--- config.mk ---
export PLATFORM = sky130hd
export DESIGN_NAME = seq_divider_flat
export DESIGN_NICKNAME = d
export VERILOG_FILES = /design/src/rtl/seq_divider_pkg.sv /design/src/rtl/seq_divider_if.sv /design/src/rtl/seq_divider_restoring_step.sv /design/src/rtl/seq_divider.sv /design/src/flat_wrapper.sv
export SDC_FILE = /design/constraint.sdc
export NUM_CORES = 1
export LEC_CHECK = 0
export CAP_MARGIN = 20
export CORE_AREA = 2 2 152 154
export DETAILED_ROUTE_END_ITERATION = 12
export DIE_AREA = 0 0 154 156
export GPL_ROUTABILITY_DRIVEN = 1
export PLACE_DENSITY = 0.87
export SETUP_SLACK_MARGIN = 0.4
export SLEW_MARGIN = 20
export SYNTH_ARGS = -nofsm -noshare
export SYNTH_HDL_FRONTEND = slang
export SYNTH_SLANG_ARGS = --single-unit
export TNS_END_PERCENT = 1
--- constraint.sdc ---
create_clock -name clk_i -period 3.75 [get_ports clk_i]
set_input_delay 0.75 -clock clk_i [delete_from_list [all_inputs] [get_ports clk_i]]
set_output_delay 0.75 -clock clk_i [all_outputs]
set_load 0.05 [all_outputs]
--- src/rtl/seq_divider_pkg.sv ---
// rtl/seq_divider_pkg.sv - shared types and constants for the sequential divider
package seq_divider_pkg;

  localparam int DATA_W   = 32;
  localparam int ITER_N   = 32;
  localparam int CNT_W    = $clog2(ITER_N);

  typedef enum logic [1:0] {
    OP_DIV  = 2'b00,
    OP_DIVU = 2'b01,
    OP_REM  = 2'b10,
    OP_REMU = 2'b11
  } op_e;

  typedef enum logic [2:0] {
    ST_IDLE = 3'd0,
    ST_PREP = 3'd1,
    ST_ITER = 3'd2,
    ST_FIX  = 3'd3,
    ST_DONE = 3'd4
  } state_e;

  function automatic logic is_signed_op(input op_e op);
    return ~op[0];
  endfunction

  function automatic logic is_rem_op(input op_e op);
    return op[1];
  endfunction

endpackage

--- src/rtl/seq_divider_if.sv ---
// rtl/seq_divider_if.sv - request/result bundle between a requester and the divider
interface seq_divider_if;
  import seq_divider_pkg::*;

  logic              start_i;
  logic [1:0]        op_i;
  logic [DATA_W-1:0] dividend_i;
  logic [DATA_W-1:0] divisor_i;
  logic              ready_o;
  logic              busy_o;
  logic              valid_o;
  logic [DATA_W-1:0] result_o;

  modport master (
    output start_i, op_i, dividend_i, divisor_i,
    input  ready_o, busy_o, valid_o, result_o
  );

  modport slave (
    input  start_i, op_i, dividend_i, divisor_i,
    output ready_o, busy_o, valid_o, result_o
  );

endinterface

--- src/rtl/seq_divider_restoring_step.sv ---
// rtl/seq_divider_restoring_step.sv - one combinational restoring-division step
module restoring_step
  import seq_divider_pkg::*;
(
  input  logic [DATA_W:0]   rem,
  input  logic              in_bit,
  input  logic [DATA_W-1:0] divisor,
  output logic [DATA_W:0]   next_rem,
  output logic              quotient_bit
);

  // Shifted remainder is below 2^33, so bit 33 of the difference is an exact borrow.
  logic [DATA_W+1:0] diff;

  always_comb begin
    diff         = {rem, in_bit} - {2'b00, divisor};
    quotient_bit = ~diff[DATA_W+1];
    next_rem     = quotient_bit ? diff[DATA_W:0] : {rem[DATA_W-1:0], in_bit};
  end

endmodule

--- src/rtl/seq_divider.sv ---
// rtl/seq_divider.sv - fixed-latency 32-bit restoring divider for RV32M DIV/DIVU/REM/REMU
module seq_divider
  import seq_divider_pkg::*;
(
  input  logic        clk_i,
  input  logic        rst_ni,
  seq_divider_if.slave bus
);

  state_e            state_q, state_d;
  op_e               op_q;
  logic [DATA_W-1:0] dividend_q, divisor_q, div_mag_q, quo_q, result_q;
  logic [DATA_W:0]   rem_q, step_rem;
  logic [CNT_W-1:0]  cnt_q;
  logic              q_neg_q, r_neg_q, div_zero_q, step_bit;
  logic              sign_a, sign_b;
  logic [DATA_W-1:0] fix_value;

  restoring_step u_step (
    .rem          (rem_q),
    .in_bit       (quo_q[DATA_W-1]),
    .divisor      (div_mag_q),
    .next_rem     (step_rem),
    .quotient_bit (step_bit)
  );

  always_ff @(posedge clk_i or negedge rst_ni) begin
    if (!rst_ni) state_q <= ST_IDLE;
    else         state_q <= state_d;
  end

  always_comb begin
    state_d = state_q;
    case (state_q)
      ST_IDLE: if (bus.start_i) state_d = ST_PREP;
      ST_PREP: state_d = ST_ITER;
      ST_ITER: if (cnt_q == CNT_W'(ITER_N - 1)) state_d = ST_FIX;
      ST_FIX:  state_d = ST_DONE;
      ST_DONE: state_d = ST_IDLE;
      default: state_d = ST_IDLE;
    endcase
  end

  always_comb begin
    bus.ready_o  = (state_q == ST_IDLE);
    bus.busy_o   = (state_q != ST_IDLE);
    bus.valid_o  = (state_q == ST_DONE);
    bus.result_o = result_q;
  end

  assign sign_a = is_signed_op(op_q) & dividend_q[DATA_W-1];
  assign sign_b = is_signed_op(op_q) & divisor_q[DATA_W-1];

  // Divide-by-zero bypasses sign correction; signed overflow falls out of the negate naturally.
  always_comb begin
    fix_value = '0;
    if (div_zero_q)
      fix_value = is_rem_op(op_q) ? dividend_q : '1;
    else if (is_rem_op(op_q))
      fix_value = r_neg_q ? -rem_q[DATA_W-1:0] : rem_q[DATA_W-1:0];
    else
      fix_value = q_neg_q ? -quo_q : quo_q;
  end

  always_ff @(posedge clk_i or negedge rst_ni) begin
    if (!rst_ni) begin
      op_q       <= OP_DIV;
      dividend_q <= '0;
      divisor_q  <= '0;
      div_mag_q  <= '0;
      quo_q      <= '0;
      rem_q      <= '0;
      cnt_q      <= '0;
      q_neg_q    <= 1'b0;
      r_neg_q    <= 1'b0;
      div_zero_q <= 1'b0;
      result_q   <= '0;
    end else begin
      case (state_q)
        ST_IDLE: if (bus.start_i) begin
          op_q       <= op_e'(bus.op_i);
          dividend_q <= bus.dividend_i;
          divisor_q  <= bus.divisor_i;
        end
        ST_PREP: begin
          quo_q      <= sign_a ? -dividend_q : dividend_q;
          div_mag_q  <= sign_b ? -divisor_q : divisor_q;
          rem_q      <= '0;
          q_neg_q    <= sign_a ^ sign_b;
          r_neg_q    <= sign_a;
          div_zero_q <= (divisor_q == '0);
          cnt_q      <= '0;
        end
        ST_ITER: begin
          rem_q <= step_rem;
          quo_q <= {quo_q[DATA_W-2:0], step_bit};
          cnt_q <= cnt_q + 1'b1;
        end
        ST_FIX:  result_q <= fix_value;
        default: ;
      endcase
    end
  end

endmodule
--- src/flat_wrapper.sv ---
// flat-port wrapper written by rule: the top's interface ports become plain ports
module seq_divider_flat import seq_divider_pkg::*;
  (clk_i, rst_ni, bus_start_i, bus_op_i, bus_dividend_i, bus_divisor_i, bus_ready_o, bus_busy_o, bus_valid_o, bus_result_o);
  seq_divider_if bus_i ();
  input  logic clk_i;
  input  logic rst_ni;
  input wire logic [$bits(bus_i.start_i)-1:0] bus_start_i;
  input wire logic [$bits(bus_i.op_i)-1:0] bus_op_i;
  input wire logic [$bits(bus_i.dividend_i)-1:0] bus_dividend_i;
  input wire logic [$bits(bus_i.divisor_i)-1:0] bus_divisor_i;
  output wire logic [$bits(bus_i.ready_o)-1:0] bus_ready_o;
  output wire logic [$bits(bus_i.busy_o)-1:0] bus_busy_o;
  output wire logic [$bits(bus_i.valid_o)-1:0] bus_valid_o;
  output wire logic [$bits(bus_i.result_o)-1:0] bus_result_o;
  assign bus_i.start_i = bus_start_i;
  assign bus_i.op_i = bus_op_i;
  assign bus_i.dividend_i = bus_dividend_i;
  assign bus_i.divisor_i = bus_divisor_i;
  assign bus_ready_o = bus_i.ready_o;
  assign bus_busy_o = bus_i.busy_o;
  assign bus_valid_o = bus_i.valid_o;
  assign bus_result_o = bus_i.result_o;
  seq_divider u_core (.clk_i(clk_i), .rst_ni(rst_ni), .bus(bus_i));
endmodule
Word level (Yosys, flattened, before mapping). Index checks and enable logic that the tools add are counted.

Bitwise gates (word level): 5. $add $sub $neg: 6. Eq/ne operators: 7. Mux-type cells: 14. Reduce and logical (&&, ||, !) cells: 6.

Operator list (number): 32-bit two-way mux (7); 32-bit negator (4); 33-bit case mux with 2 select lines (1); 32-bit case mux with 2 select lines (1); 34-bit by 32-bit subtractor with 34-bit output (1); 33-bit two-way mux (1); 32-bit zero test (1); 3-bit case mux with 4 select lines (1); 5-bit case mux with 2 select lines (1); 3-bit by 2-bit == test with 1-bit output (second input constant) (2); 3-bit two-way mux (2); 5-bit by 1-bit adder with 5-bit output (second input constant) (1); 5-bit == test (second input constant) (1); 2-bit AND reduction (2); 3-bit by 1-bit == test with 1-bit output (second input constant) (1); 3-bit == test (second input constant) (1); 3-bit zero test (1); 3-bit nonzero test (1); 1-bit AND (2); 2-bit by 1-bit != test with 1-bit output (second input constant) (1); 2-bit != test (second input constant) (1); 1-bit NOT (2); 2-bit nonzero test (1); 1-bit XOR (1).

Word-level logic and storage cells: 50. Output and inout port bits: 35. Flip-flop bits (word level): 206. Bits of input ports: 69.

Depth between registers and ports, before layout.
Depth in word-level cells: 4. Gate-level depth with buffers: 14. Depth with buffers taken out: 13.

Cells and area by module. A second synthesis with hierarchy kept.

Cell total of the unflattened synthesis: 1451. Area total of the unflattened synthesis: 13147.6 sq um.

By module, submodules not included: seq_divider (instances 1, area an instance 10976.8 sq um, cells each 1123, seq. area each 5154.9 sq um); restoring_step (instances 1, area an instance 2170.8 sq um, cells each 328, seq. area each 0.0 sq um).

Worst setup path before layout. No wires, ideal clock.

Path kind: register -> register. Start: reg u_core.rem_q[8]. End: reg u_core.rem_q[1]. Arrival: 3.089 ns. Required time: 3.616 ns. Path buffers: 2. Setup time: 0.134 ns. Setup slack: 0.527 ns. Cell stages (with the launch flop): 13. Period minus slack after synthesis: 3.223 ns. Cells stage by stage: dfrtp_1 ha_1 a21o_1 a31o_2 a211o_1 or2_2 a31oi_1 a21o_1 xnor2_1 buf_2 buf_2 mux2i_1 o22ai_1.

Word-level cells in the longest chain between the ends: 3.

Ends and longest elaborated chain: start: declaration (line seq_divider.sv:13) `logic [DATA_W:0] rem_q, step_rem;`; start signal: assignment (line seq_divider.sv:95) `rem_q <= step_rem;`; 34-bit by 32-bit subtractor with 34-bit output (line seq_divider_restoring_step.sv:16) `diff = {rem, in_bit} - {2'b00, divisor};`; 33-bit two-way mux (line seq_divider_restoring_step.sv:18) `next_rem = quotient_bit ? diff[DATA_W:0] : {rem[DATA_W-1:0], in_bit};`; 33-bit case mux with 2 select lines (line seq_divider.sv:79) `case (state_q)`.

Every way passes these cells. A chain may end at the register's enable or synchronous reset.

Worst setup path in the final report.
Start: reg u_core.quo_q[0]. End: reg u_core.result_q[28], in the netlist u_core.bus.result_o[28].

Word-level cells in the longest chain between the ends: 4.

Ends and longest elaborated chain: start: declaration (line seq_divider.sv:12) `logic [DATA_W-1:0] dividend_q, divisor_q, div_mag_q, quo_q, result_q;`; start signal: assignment (line seq_divider.sv:86) `quo_q <= sign_a ? -dividend_q : dividend_q;`; start signal: assignment (line seq_divider.sv:96) `quo_q <= {quo_q[DATA_W-2:0], step_bit};`; 32-bit negator (line seq_divider.sv:62) `fix_value = q_neg_q ? -quo_q : quo_q;`; 32-bit two-way mux (line seq_divider.sv:62); 32-bit two-way mux (line seq_divider.sv:59) `else if (is_rem_op(op_q))`; 32-bit two-way mux (line seq_divider.sv:57) `if (div_zero_q)`; end signal: assignment (line seq_divider.sv:99) `ST_FIX: result_q <= fix_value;`; end: declaration (line seq_divider.sv:12).

Every way passes these cells.

==> results <==
cell usage in the layout (no fill, tap or decap), drive strengths merged, types with 6 or more instances in the layout:
| cell type | instances |
|---|---|
| or4 | 14 |
| ha | 38 |
| a2bb2oi | 6 |
| a21o | 34 |
| or3 | 13 |
| or2 | 6 |
| o22ai | 9 |
| clkbuf | 30 |
| nand3 | 15 |
| clkdlybuf4s50 | 102 |
| clkinv | 11 |
| nor3 | 21 |
| o211ai | 8 |
| nor4 | 10 |
| mux2 | 59 |
| nor2b | 6 |
| nor3b | 8 |
| o21ai | 161 |
| xor2 | 66 |
| buf | 23 |
| dfrtp | 206 |
| mux2i | 48 |
| nand2b | 10 |
| a22oi | 26 |
| a31oi | 12 |
| a221oi | 20 |
| nor2 | 64 |
| and3 | 6 |
| a21oi | 59 |
| xnor2 | 73 |
| o31ai | 29 |
| inv | 58 |
| nand2 | 152 |
| nand3b | 6 |
| o41ai | 11 |
kinds of logic after synthesis:
group                    after synthesis  share of synthesized area, %
AO/OA/AOI/OAI                        420                          20.7
AND/OR/NAND/NOR                      348                          13.3
flip-flops                           206                          39.8
XOR/XNOR                             139                          9.39
buffers and inverters                133                          4.19
multiplexers                         107                          8.83
adder cells (fa/ha/maj)               39                          3.82
how the worst min path moves through the flow:
| stage | endpoint |
|---|---|
| 6_report | u_core.dividend_q[13] |
| 2_1_floorplan | u_core.bus.result_o[0] |
| 3_5_place_dp | u_core.bus.result_o[7] |
| 3_3_place_gp | u_core.bus.result_o[10] |
| 4_1_cts | u_core.dividend_q[7] |
| 5_1_grt | u_core.dividend_q[7] |
critical path, stage by stage (launching register included):
cell and delay [ns]:
dfrtp_1 0.47, inv_1 0.17, ha_1 0.25, inv_1 0.08, or4_1 0.63, nand3b_4 0.24, or4_1 0.59, o31ai_2 0.22
xor2_1 0.09, a2111oi_0 0.45, a21o_1 0.12
flip-flops by register name, summed over array words and instances, names as in the netlist:
signal,cells
u_core.q_neg_q,1
u_core.state_q,3
u_core.dividend_q,32
u_core.div_zero_q,1
u_core.divisor_q,32
u_core.r_neg_q,1
u_core.div_mag_q,32
u_core.cnt_q,5
u_core.rem_q,33
u_core.op_q,2
u_core.bus.result_o,32
u_core.quo_q,32
power groups by stage:
stage               clock network, mW  logic, mW  registers (mW)
floorplan                           0       6.50            4.63
global placement                    0       8.69            4.57
detailed placement                  0       8.96            4.63
CTS                              2.39       9.33            4.61
global route                     2.49       10.3            4.80
finish                           2.38       9.50            4.68
per-layer routing:
metal | share of wire, % | GRT usage, % | routed length (microns) | vias up
li1 | - | - | - | 5187
met1 | 42 | 41.5 | 15000 | 5357
met2 | 45 | 46.5 | 16100 | 605
met3 | 10 | 6.31 | 3690 | 83
met4 | 2.9 | 9.48 | 1050 | 0
met5 | 0 | 0 | 0 | -
layout make-up:
cell class / instances / area share (%)
well taps: 285 / 2.35
inverters: 60 / 1.49
multi-input cells: 1053 / 48.3
clock inverters: 15 / 0.941
repair buffers: 127 / 8.53
clock buffers: 29 / 4.36
flip-flops and latches: 206 / 34.0
through the flow:
stage / std cells / power [mW] / hold WS, ns
detailed placement: 1728 / 13.6 / 0.466
global route: 1775 / 17.6 / 0.345
finish: 1775 / 16.6 / 0.262
floorplan: 1392 / 11.1 / 0.448
CTS: 1775 / 16.3 / 0.333
global placement: 1728 / 13.3 / 0.458
repair_timing:
item | 4_1_cts | 5_1_grt
hold endpoints to repair | 0 | 0
gates resized for setup | 2 | 7
pin swaps | 2 | 0
setup endpoints to repair | 24 | 40
cloned | 1 | 0
setup buffers | 2 | 0
==> summary.md <==
| Metric | Value |
|---|---|
| Num Clock Sinks | about 210 |
| Synth-to-Final Area Change | 16.9% |
| Drc violations | 0 |
| Num CTS Buffers | 24 |
| ANT nets after route | 0 |
| H-tree depth | 1 |
| Critical path endpoint category | register |
| Number of synthesized flops with an enable pin | 0 |
| Worst endpoint required time | ~4.2 ns |
| Synth cell count leaders | dfrtp_1 (206), o21ai_0 (157), nand2_1 (152) |
| Hold crit path type | input port to asynchronous set/reset pin |
| Setup_tns | 0 ns |
| Area of placed instances | between 10,000 and 15,000 sq um |
| Combinational share of power | 57.4% |
| Finished Core Util | between 60% and 70% |
| CTS tree | done |
| Worst setup SP type | register |
| I/O Buffers | approximately 100 |
| Pre-antenna DRT Iters | 6 |
| Total GRT Usage | 29.7% |
| Post-Syn Area | around 13,000 sq um |
| Hold buffers post-CTS | 0 |
| CP startpoint | u_core.quo_q[0] |
| Area contributors post-synth | dfrtp_1 (40%), o21ai_0 (6.1%), mux2_2 (5.1%) |
| Setup CP Type | register to register |
| Yosys warnings | 0 |
| Die X | around 150 microns |
| Worst Setup EP | u_core.bus.result_o[28] |
| WL per Instance | around 20 microns |
| Row cnt | 55 |
| Reg2Reg Depth | 10 |
| Max-slew violation count | 0 |
| Clock transition at the registers of the reported paths | ~0.070 ns |
| PD cells | 1090 nW/um^2 |
| Post-Synthesis Cells | approximately 1.4k |
| Final hold violation count | 0 |
| Vias per cell | 6.33 |
| Synthesized net count | 1,500 |
| Sequential Power Share | approximately 28% |
| R2R Setup Slk | 0.36 ns |
| Worst-Skew Late Latency | 0.53 ns |
| Final Worst Setup Slack | approximately 0.36 ns |
| Final WL | ~36,000 microns |
| Layout Nets | 1,580 |
| Sw Ratio | ~47% |
| Register area | 5160 sq um |
| Fraction of layout cells with a size suffix above 1 | a little over a tenth |
| Achievable Freq | 0.295 GHz |
| Register area share after synthesis | around two fifths |
| Status | finished clean |
| Critical-path maximum fanout | 5 |
| Place WS | approximately 0.26 ns |
| Sw power | roughly 8 mW |
| FF-to-FF End | u_core.bus.result_o[28] |
| DIE HEIGHT | between 150 and 200 microns |
| Total number of vias | 11.2k |
| Layout Skew | ~0.010 ns |
| Diodes inserted | 0 |
| Total grt overflow | 0 |
| Core Region | between 20,000 and 25,000 sq um |
| Least-Margin Pin Slew | about 1.1 ns |
| First-pass GRT wire length | 57,500 microns |
| Fin crit period | 3.39 ns |
| Avg Inst Size Synth | 9.32 sq um |
| Ys async rst share | 100% |
| Most used flip-flop cell after synthesis | dfrtp_1 |
| Fill cells | around 1.6k |
| Die ar. | 24,000 sq um |
| Post-DP HPWL | about 25,000 microns |
| Starting density of the core | 58.0% |
| Tcrit/Tclk final | about 90% |
| Multi-input gate area | 7330 sq um |
| Post-synth top area cell | dfrtp_1 |
| Worst relative slew slack | 28.8% |
| Longest Clk Path Bufs | 3 |
| Worst VDD drop | 517 uV |
| Total internal power | between 8 and 9 mW |
| Worst reg2reg path startpoint | u_core.quo_q[0] |
| CTS Root Cell | clkbuf_16 |
| Global placement routability congestion | around 0.96 |
| Count leader, synth | dfrtp_1 |
| Largest net degree at the start of global routing | a little under 90 |
| Number of global-route vias before repair | roughly 11k |
| Initial antenna violation count | 0 |
| # setup viols final | 0 |
| Ports | 104 |
| Worst EP arrival | between 3 and 4 ns |
| Leak | 6.60 nW |
| RSZ-0062 raised after global routing | yes |
| Synth cell types | 81 |
| Design area | approximately 15,000 sq um |
| # Max-Cap Violations | 0 |
| Proportion of netlist area held by the largest area contributor | roughly two fifths |
| Synthesis-stage register bit count | 206 |
| Clock power frac | between 10 and 15% |
| Initial DRC Count | around 1.3k |
Power figures use the tool's default switching activity.
